$ cat config.mk
export PLATFORM = sky130hd
export DESIGN_NAME = apu_req_master_flat
export DESIGN_NICKNAME = d
export VERILOG_FILES = /design/src/rtl/apu_req_master_if.sv /design/src/rtl/apu_req_master.sv /design/src/flat_wrapper.sv
export SDC_FILE = /design/constraint.sdc
export NUM_CORES = 1
export LEC_CHECK = 0
export ABC_AREA = 1
export CORE_ASPECT_RATIO = 1.4
export CORE_MARGIN = 2
export CORE_UTILIZATION = 38
export CTS_CLUSTER_SIZE = 28
export DETAILED_ROUTE_END_ITERATION = 8
export PLACE_DENSITY = 0.77
export REMOVE_ABC_BUFFERS = 1
export SYNTH_ARGS = -nofsm -noshare
export SYNTH_HDL_FRONTEND = slang
export SYNTH_SLANG_ARGS = --single-unit
$ cat constraint.sdc
create_clock -name clk_i -period 6.2 [get_ports clk_i]
set_input_delay 0.93 -clock clk_i [delete_from_list [all_inputs] [get_ports clk_i]]
set_output_delay 0.93 -clock clk_i [all_outputs]
set_load 0.1 [all_outputs]
$ cat src/rtl/apu_req_master_if.sv
// apu_req_master_if: core op port, APU req/rsp channel and writeback port bundle
interface apu_req_master_if #(
    parameter int NARGS    = 3,
    parameter int WOP      = 6,
    parameter int NDSFLAGS = 15,
    parameter int NUSFLAGS = 5,
    parameter int TAG_W    = 5
) ();
    logic                      op_valid_i;
    logic                      op_ready_o;
    logic [NARGS-1:0][31:0]    op_operands_i;
    logic [WOP-1:0]            op_op_i;
    logic [NDSFLAGS-1:0]       op_flags_i;
    logic [TAG_W-1:0]          op_waddr_i;
    logic                      apu_req_o;
    logic [NARGS-1:0][31:0]    apu_operands_o;
    logic [WOP-1:0]            apu_op_o;
    logic [NDSFLAGS-1:0]       apu_flags_o;
    logic                      apu_gnt_i;
    logic                      apu_rvalid_i;
    logic [31:0]               apu_result_i;
    logic [NUSFLAGS-1:0]       apu_flags_i;
    logic                      wb_valid_o;
    logic [TAG_W-1:0]          wb_waddr_o;
    logic [31:0]               wb_result_o;
    logic [NUSFLAGS-1:0]       wb_flags_o;
    logic                      busy_o;
    logic                      err_o;
    modport master (
        input  op_valid_i, op_operands_i, op_op_i, op_flags_i, op_waddr_i,
        input  apu_gnt_i, apu_rvalid_i, apu_result_i, apu_flags_i,
        output op_ready_o, apu_req_o, apu_operands_o, apu_op_o, apu_flags_o,
        output wb_valid_o, wb_waddr_o, wb_result_o, wb_flags_o, busy_o, err_o
    );
    modport slave (
        output op_valid_i, op_operands_i, op_op_i, op_flags_i, op_waddr_i,
        output apu_gnt_i, apu_rvalid_i, apu_result_i, apu_flags_i,
        input  op_ready_o, apu_req_o, apu_operands_o, apu_op_o, apu_flags_o,
        input  wb_valid_o, wb_waddr_o, wb_result_o, wb_flags_o, busy_o, err_o
    );
endinterface

$ cat src/rtl/apu_req_master.sv
// apu_req_master: APU request initiator with in-order tag FIFO and writeback pulse
module apu_req_master #(
    parameter int NARGS           = 3,
    parameter int WOP             = 6,
    parameter int NDSFLAGS        = 15,
    parameter int NUSFLAGS        = 5,
    parameter int TAG_W           = 5,
    parameter int MAX_OUTSTANDING = 2
) (
    input logic clk_i,
    input logic rst_i,
    apu_req_master_if.master bus
);
    localparam int PW = MAX_OUTSTANDING > 1 ? $clog2(MAX_OUTSTANDING) : 1;
    localparam int CW = $clog2(MAX_OUTSTANDING + 1);
    typedef enum logic {IDLE, REQ} state_t;
    state_t                 r_state;
    logic [CW-1:0]          r_count;
    logic [PW-1:0]          r_wp, r_rp;
    logic [TAG_W-1:0]       r_fifo [MAX_OUTSTANDING];
    logic [NARGS-1:0][31:0] r_operands;
    logic [WOP-1:0]         r_op;
    logic [NDSFLAGS-1:0]    r_flags;
    logic [TAG_W-1:0]       r_waddr;
    logic                   r_wb_valid, r_err;
    logic [TAG_W-1:0]       r_wb_waddr;
    logic [31:0]            r_wb_result;
    logic [NUSFLAGS-1:0]    r_wb_flags;
    logic                   w_ready, w_push, w_pop;
    assign w_ready = (r_state == IDLE) && (r_count < CW'(MAX_OUTSTANDING));
    assign w_push  = (r_state == REQ) && bus.apu_gnt_i;
    assign w_pop   = bus.apu_rvalid_i && (r_count != '0);
    // Handshake outputs are forced low during reset so an in-flight request vanishes at once
    assign bus.op_ready_o     = !rst_i && w_ready;
    assign bus.apu_req_o      = !rst_i && (r_state == REQ);
    assign bus.busy_o         = !rst_i && ((r_state == REQ) || (r_count != '0));
    assign bus.apu_operands_o = r_operands;
    assign bus.apu_op_o       = r_op;
    assign bus.apu_flags_o    = r_flags;
    assign bus.wb_valid_o     = r_wb_valid;
    assign bus.wb_waddr_o     = r_wb_waddr;
    assign bus.wb_result_o    = r_wb_result;
    assign bus.wb_flags_o     = r_wb_flags;
    assign bus.err_o          = r_err;
    always_ff @(posedge clk_i or posedge rst_i) begin
        if (rst_i) begin
            r_state     <= IDLE;
            r_count     <= '0;
            r_wp        <= '0;
            r_rp        <= '0;
            for (int i = 0; i < MAX_OUTSTANDING; i++) r_fifo[i] <= '0;
            r_operands  <= '0;
            r_op        <= '0;
            r_flags     <= '0;
            r_waddr     <= '0;
            r_wb_valid  <= 1'b0;
            r_wb_waddr  <= '0;
            r_wb_result <= '0;
            r_wb_flags  <= '0;
            r_err       <= 1'b0;
        end else begin
            if (w_ready && bus.op_valid_i) begin
                r_operands <= bus.op_operands_i;
                r_op       <= bus.op_op_i;
                r_flags    <= bus.op_flags_i;
                r_waddr    <= bus.op_waddr_i;
                r_state    <= REQ;
            end
            if (w_push) begin
                r_fifo[r_wp] <= r_waddr;
                r_wp         <= (r_wp == PW'(MAX_OUTSTANDING - 1)) ? '0 : r_wp + 1'b1;
                r_state      <= IDLE;
            end
            if (w_pop) begin
                r_wb_waddr  <= r_fifo[r_rp];
                r_wb_result <= bus.apu_result_i;
                r_wb_flags  <= bus.apu_flags_i;
                r_rp        <= (r_rp == PW'(MAX_OUTSTANDING - 1)) ? '0 : r_rp + 1'b1;
            end
            r_wb_valid <= w_pop;
            r_err      <= r_err || (bus.apu_rvalid_i && (r_count == '0));
            r_count    <= r_count + CW'(w_push) - CW'(w_pop);
        end
    end
endmodule

$ cat src/flat_wrapper.sv
// flat-port wrapper written by rule: the top's interface ports become plain ports
module apu_req_master_flat 
#(
    parameter int NARGS           = 3,
    parameter int WOP             = 6,
    parameter int NDSFLAGS        = 15,
    parameter int NUSFLAGS        = 5,
    parameter int TAG_W           = 5,
    parameter int MAX_OUTSTANDING = 2
)
  (clk_i, rst_i, bus_op_valid_i, bus_op_operands_i, bus_op_op_i, bus_op_flags_i, bus_op_waddr_i, bus_apu_gnt_i, bus_apu_rvalid_i, bus_apu_result_i, bus_apu_flags_i, bus_op_ready_o, bus_apu_req_o, bus_apu_operands_o, bus_apu_op_o, bus_apu_flags_o, bus_wb_valid_o, bus_wb_waddr_o, bus_wb_result_o, bus_wb_flags_o, bus_busy_o, bus_err_o);
  apu_req_master_if #(.NARGS(NARGS), .WOP(WOP), .NDSFLAGS(NDSFLAGS), .NUSFLAGS(NUSFLAGS), .TAG_W(TAG_W)) bus_i ();
  input logic clk_i;
  input logic rst_i;
  input wire logic [$bits(bus_i.op_valid_i)-1:0] bus_op_valid_i;
  input wire logic [$bits(bus_i.op_operands_i)-1:0] bus_op_operands_i;
  input wire logic [$bits(bus_i.op_op_i)-1:0] bus_op_op_i;
  input wire logic [$bits(bus_i.op_flags_i)-1:0] bus_op_flags_i;
  input wire logic [$bits(bus_i.op_waddr_i)-1:0] bus_op_waddr_i;
  input wire logic [$bits(bus_i.apu_gnt_i)-1:0] bus_apu_gnt_i;
  input wire logic [$bits(bus_i.apu_rvalid_i)-1:0] bus_apu_rvalid_i;
  input wire logic [$bits(bus_i.apu_result_i)-1:0] bus_apu_result_i;
  input wire logic [$bits(bus_i.apu_flags_i)-1:0] bus_apu_flags_i;
  output wire logic [$bits(bus_i.op_ready_o)-1:0] bus_op_ready_o;
  output wire logic [$bits(bus_i.apu_req_o)-1:0] bus_apu_req_o;
  output wire logic [$bits(bus_i.apu_operands_o)-1:0] bus_apu_operands_o;
  output wire logic [$bits(bus_i.apu_op_o)-1:0] bus_apu_op_o;
  output wire logic [$bits(bus_i.apu_flags_o)-1:0] bus_apu_flags_o;
  output wire logic [$bits(bus_i.wb_valid_o)-1:0] bus_wb_valid_o;
  output wire logic [$bits(bus_i.wb_waddr_o)-1:0] bus_wb_waddr_o;
  output wire logic [$bits(bus_i.wb_result_o)-1:0] bus_wb_result_o;
  output wire logic [$bits(bus_i.wb_flags_o)-1:0] bus_wb_flags_o;
  output wire logic [$bits(bus_i.busy_o)-1:0] bus_busy_o;
  output wire logic [$bits(bus_i.err_o)-1:0] bus_err_o;
  assign bus_i.op_valid_i = bus_op_valid_i;
  assign bus_i.op_operands_i = bus_op_operands_i;
  assign bus_i.op_op_i = bus_op_op_i;
  assign bus_i.op_flags_i = bus_op_flags_i;
  assign bus_i.op_waddr_i = bus_op_waddr_i;
  assign bus_i.apu_gnt_i = bus_apu_gnt_i;
  assign bus_i.apu_rvalid_i = bus_apu_rvalid_i;
  assign bus_i.apu_result_i = bus_apu_result_i;
  assign bus_i.apu_flags_i = bus_apu_flags_i;
  assign bus_op_ready_o = bus_i.op_ready_o;
  assign bus_apu_req_o = bus_i.apu_req_o;
  assign bus_apu_operands_o = bus_i.apu_operands_o;
  assign bus_apu_op_o = bus_i.apu_op_o;
  assign bus_apu_flags_o = bus_i.apu_flags_o;
  assign bus_wb_valid_o = bus_i.wb_valid_o;
  assign bus_wb_waddr_o = bus_i.wb_waddr_o;
  assign bus_wb_result_o = bus_i.wb_result_o;
  assign bus_wb_flags_o = bus_i.wb_flags_o;
  assign bus_busy_o = bus_i.busy_o;
  assign bus_err_o = bus_i.err_o;
  apu_req_master #(.NARGS(NARGS), .WOP(WOP), .NDSFLAGS(NDSFLAGS), .NUSFLAGS(NUSFLAGS), .TAG_W(TAG_W), .MAX_OUTSTANDING(MAX_OUTSTANDING)) u_core (.clk_i(clk_i), .rst_i(rst_i), .bus(bus_i));
endmodule
# After elaboration in Yosys (flattened, before gate mapping)
# Cells that the tools add are included.
dict set report classes {
  add_sub_neg 4
  order_cmp 4
  muxes 10
  bitwise 3
  reduce_logical 15
}
# operator n
set ops {}
lappend ops {{2-to-1 mux 5 bit} 4}
lappend ops {{bitwise mux 10 bit} 1}
lappend ops {{logical AND 1 bit} 9}
lappend ops {{demux 5 bit (select 1 bit)} 1}
lappend ops {{>= comparator 2 bit, second input constant} 2}
lappend ops {{2-to-1 mux 1 bit} 4}
lappend ops {{inverter 1 -> 2 bit} 2}
lappend ops {{nonzero test 2 bit} 2}
lappend ops {{adder 1 bit, second input constant} 2}
lappend ops {{adder 2 x 1 -> 2 bit} 1}
lappend ops {{zero test 2 bit} 1}
lappend ops {{logical OR 1 bit} 2}
lappend ops {{less-than comparator 2 x 1 -> 1 bit, second input constant} 1}
lappend ops {{less-than comparator 2 bit, second input constant} 1}
lappend ops {{subtractor 2 x 1 -> 2 bit} 1}
lappend ops {{zero test 1 bit} 1}
lappend ops {{inverter 1 bit} 1}
dict set report word_totals {
  reg_bits 181
  output_inout_bits 164
  word_cells 53
}

# Logic depth before layout (Yosys ltp)
dict set report logic_depth {
  ltp_word 6
  ltp_mapped 9
}

# Least setup slack after synthesis
# Ideal clock, no wire load.
dict set report synth_path {
  path_type {input port to output port}
  from {in rst_i}
  to {out bus_op_ready_o}
  arrival_time_ns 2.957
  required_time_ns 5.270
  path_slack_ns 2.313
  cell_stages 1
  cell_sequence {nor3_1}
}
dict set report synth_via {
  elab_chain_len 2
}
# element line_no
set synth_rtl {}
lappend synth_rtl {{start: declaration} flat_wrapper.sv:14} ;# input logic rst_i;
lappend synth_rtl {{zero test 1 bit} apu_req_master.sv:34} ;# assign bus.op_ready_o = !rst_i && w_ready;
lappend synth_rtl {{logical AND 1 bit} apu_req_master.sv:34}
lappend synth_rtl {{end: declaration} flat_wrapper.sv:24} ;# output wire logic [$bits(bus_i.op_ready_o)-1:0] bus_op_ready_o;
# No other way between the ends.

# Worst setup path in the final report
# Ends and elaborated chain as after synthesis.

==> metrics.cfg <==
[critical_path]
cp_data_arrival_time_ns=2.78
startpoint_type=primary input
worstSetupStartpoint=rst_i
r2r_start=u_core.r_count[1]$_DFF_PP0_
slowest_stage=clkdlybuf4s50_1
crit_type=in -> out
endpoint=bus_op_ready_o
regToRegEndpoint=u_core.bus.apu_operands_o[51]$_DFFE_PP0P_
path_max_fanout=4
crit_chain=clkdlybuf4s50_1, nor3_1, clkdlybuf4s50_1
cp-end-kind=output pin
slowest_delay_ns=1.16
critPathTopFamily=buffers and inverters
r2r_cells=5
critical_path.most_common_cell=clkdlybuf4s50_1
cp_num_cells=3
path_buf_inv=2
r2r_slack_ns=3.43
required_ns=5.27

[outcome]
outcome=finished clean

[synth]
avgSynthCellArea_um2=8.96
yosysMostFrequentCell=nand2_1
netlist_top_cells_area=dfrtp_1, nand2_1, nand3_1
synth_cell_types=19
yosys_warnings=0
ys_ff_latch=181
synth.top_cell.area_share_pct=62.3
syn-cell-area_mm2=0.00727
synthFlopType=dfrtp_1
synth_edf_count=0
yosys-top-cells-count=nand2_1, dfrtp_1, nand3_1, buf_2, clkbuf_1
seq_area_frac_synth_pct=62.3
synthCells=811
synth_top_area_cell=dfrtp_1
async_flop_share_pct=100

[cells_and_area]
nFillCells=1623
final_util_pct=59.9
areaGrowthSynthToFinish_pct=54.1
n_antenna_cell=0
layout-drive-gt1-share_pct=4.01
finalNetCount=1276
stdcell_area_mm2=0.0112

[timing]
fin_crit_sh_pct=59.8
setup_ws_ns=2.49
worst_slew_pin_slew_ns=1.07
finalSetupViolations=0
final_hold_viol_count=0
period_needed_ns=3.71
slew_headroom_pct=28.7
drv_slew=0
fin_tns_setup_ns=0
grt_setup_unrepaired=false
fin_skew_ns=0.00876
fmax_mhz=270

[clocking]
cts_resized=0
cts_hold_buf=0
cts_root_buf=clkbuf_16
cts_buffers=17
path_clk_slew_ns=0.07
cts_max_path_buffers=2
cts_num_sinks=181
cts_tree=built
cts_setup_buffers=0
ctsHtreeMaxLevel=4
clock_latency_ns=0.42

[placed_design]
gp_routability_congestion=0.780
io_buffers=327
dp_slack_ns=2.50
dp.final_hpwl_um=14600
dpl-instance-area_mm2=0.0106

[floorplan]
dieWidth_um=121
core_area_mm2=0.0187
die_h_um=168
io_pins=328
die_area_mm2=0.0203
rows=59
start_util_pct=38.9

[flow_run]
drv_cap=0

[detailed_routing]
drt-wirelength-per-cell_um=15.6
dr.pass1.iters=5
drt-initial-drc-count=446
wl_um=21300
vias=6548
viasPerCell=4.79
drc=0
final_antenna_net_count=0

[grt]
grt_antenna_before_repair=0
grt_pass1_vias=6616
grt_max_degree=182
grt-ovfl-total=0
grt_pass1_wl_um=33700
grt_usage_pct=21.1

[worst_hold_path]
hp-class=reg -> reg

==> layout by cell type, fill, tap and decap left out, drive strengths merged, types with 2 or more instances in the layout <==
cell type / synthesis / final
buf: 41 / 8
clkbuf: 13 / 18
clkdlybuf4s50: 0 / 326
clkinv: 0 / 6
dfrtp: 181 / 181
ha: 2 / 2
inv: 11 / 18
nand2: 386 / 386
nand3: 167 / 167
nor2: 5 / 5
o21ai: 2 / 2
==> worst min path at each step <==
| stage | end | cells after the start | start |
|---|---|---|---|
| 2_1_floorplan | u_core.r_fifo[5]$_DFFE_PP0P_ | 2 | u_core.r_fifo[5]$_DFFE_PP0P_ |
| 3_3_place_gp | u_core.bus.apu_operands_o[8]$_DFFE_PP0P_ | 2 | u_core.bus.apu_operands_o[8]$_DFFE_PP0P_ |
| 3_5_place_dp | u_core.bus.apu_operands_o[55]$_DFFE_PP0P_ | 2 | u_core.bus.apu_operands_o[55]$_DFFE_PP0P_ |
| 4_1_cts | u_core.bus.apu_operands_o[66]$_DFFE_PP0P_ | 2 | u_core.bus.apu_operands_o[66]$_DFFE_PP0P_ |
| 5_1_grt | u_core.bus.apu_operands_o[30]$_DFFE_PP0P_ | 2 | u_core.bus.apu_operands_o[30]$_DFFE_PP0P_ |
| 6_report | u_core.bus.apu_operands_o[66]$_DFFE_PP0P_ | 2 | u_core.bus.apu_operands_o[66]$_DFFE_PP0P_ |
==> cells by family after synthesis <==
logic type      Yosys count  synth area share, %
compound gates            4                0.362
fa+ha+maj                 2                0.344
buf+inv                  65                 5.05
flops                   181                 62.3
simple gates            559                 31.9
==> registers in the layout (all words and copies together) (netlist names) <==
register	count
u_core.bus.apu_flags_o	15
u_core.bus.apu_op_o	6
u_core.bus.apu_operands_o	96
u_core.bus.err_o	1
u_core.bus.wb_flags_o	5
u_core.bus.wb_result_o	32
u_core.bus.wb_valid_o	1
u_core.bus.wb_waddr_o	5
u_core.r_count	2
u_core.r_fifo	10
u_core.r_rp	1
u_core.r_state	1
u_core.r_waddr	5
u_core.r_wp	1
==> per-layer routing <==
metal	vias up	GRT usage, %	share of wire [%]
met5	-	0	0
met4	0	8.24	2.4
met3	31	7.80	10
met2	275	36.3	49
met1	3073	23.3	38
li1	3169	-	-
==> worst reg2reg max path, delay by kind of cell, from the launching register on <==
family | cells | cell delay, ns
buffers and inverters | 1 | 0.56
and+or+nand+nor | 4 | 1.62
DFF | 1 | 0.48
==> final cells by class <==
| cell class | instances | area, um^2 | share of cell area [%] |
|---|---|---|---|
| well taps | 244 | 305 | 2.73 |
| inverters | 11 | 46.3 | 0.414 |
| clock inverters | 14 | 163 | 1.45 |
| flip-flops and latches | 181 | 4530 | 40.5 |
| repair buffers | 334 | 3340 | 29.8 |
| multi-input cells | 565 | 2370 | 21.2 |
| clock buffers | 18 | 439 | 3.92 |
==> stage by stage <==
step                      hold WS [ns]  std cells
after global routing             0.486       1367
final                            0.471       1367
after detailed placement         0.457       1335
after global placement           0.452       1335
after CTS                        0.474       1367
after floorplan                  0.442        757
Power is not shown: default switching activity piles up to over one toggle a cycle in this logic, so the estimate is an artifact.
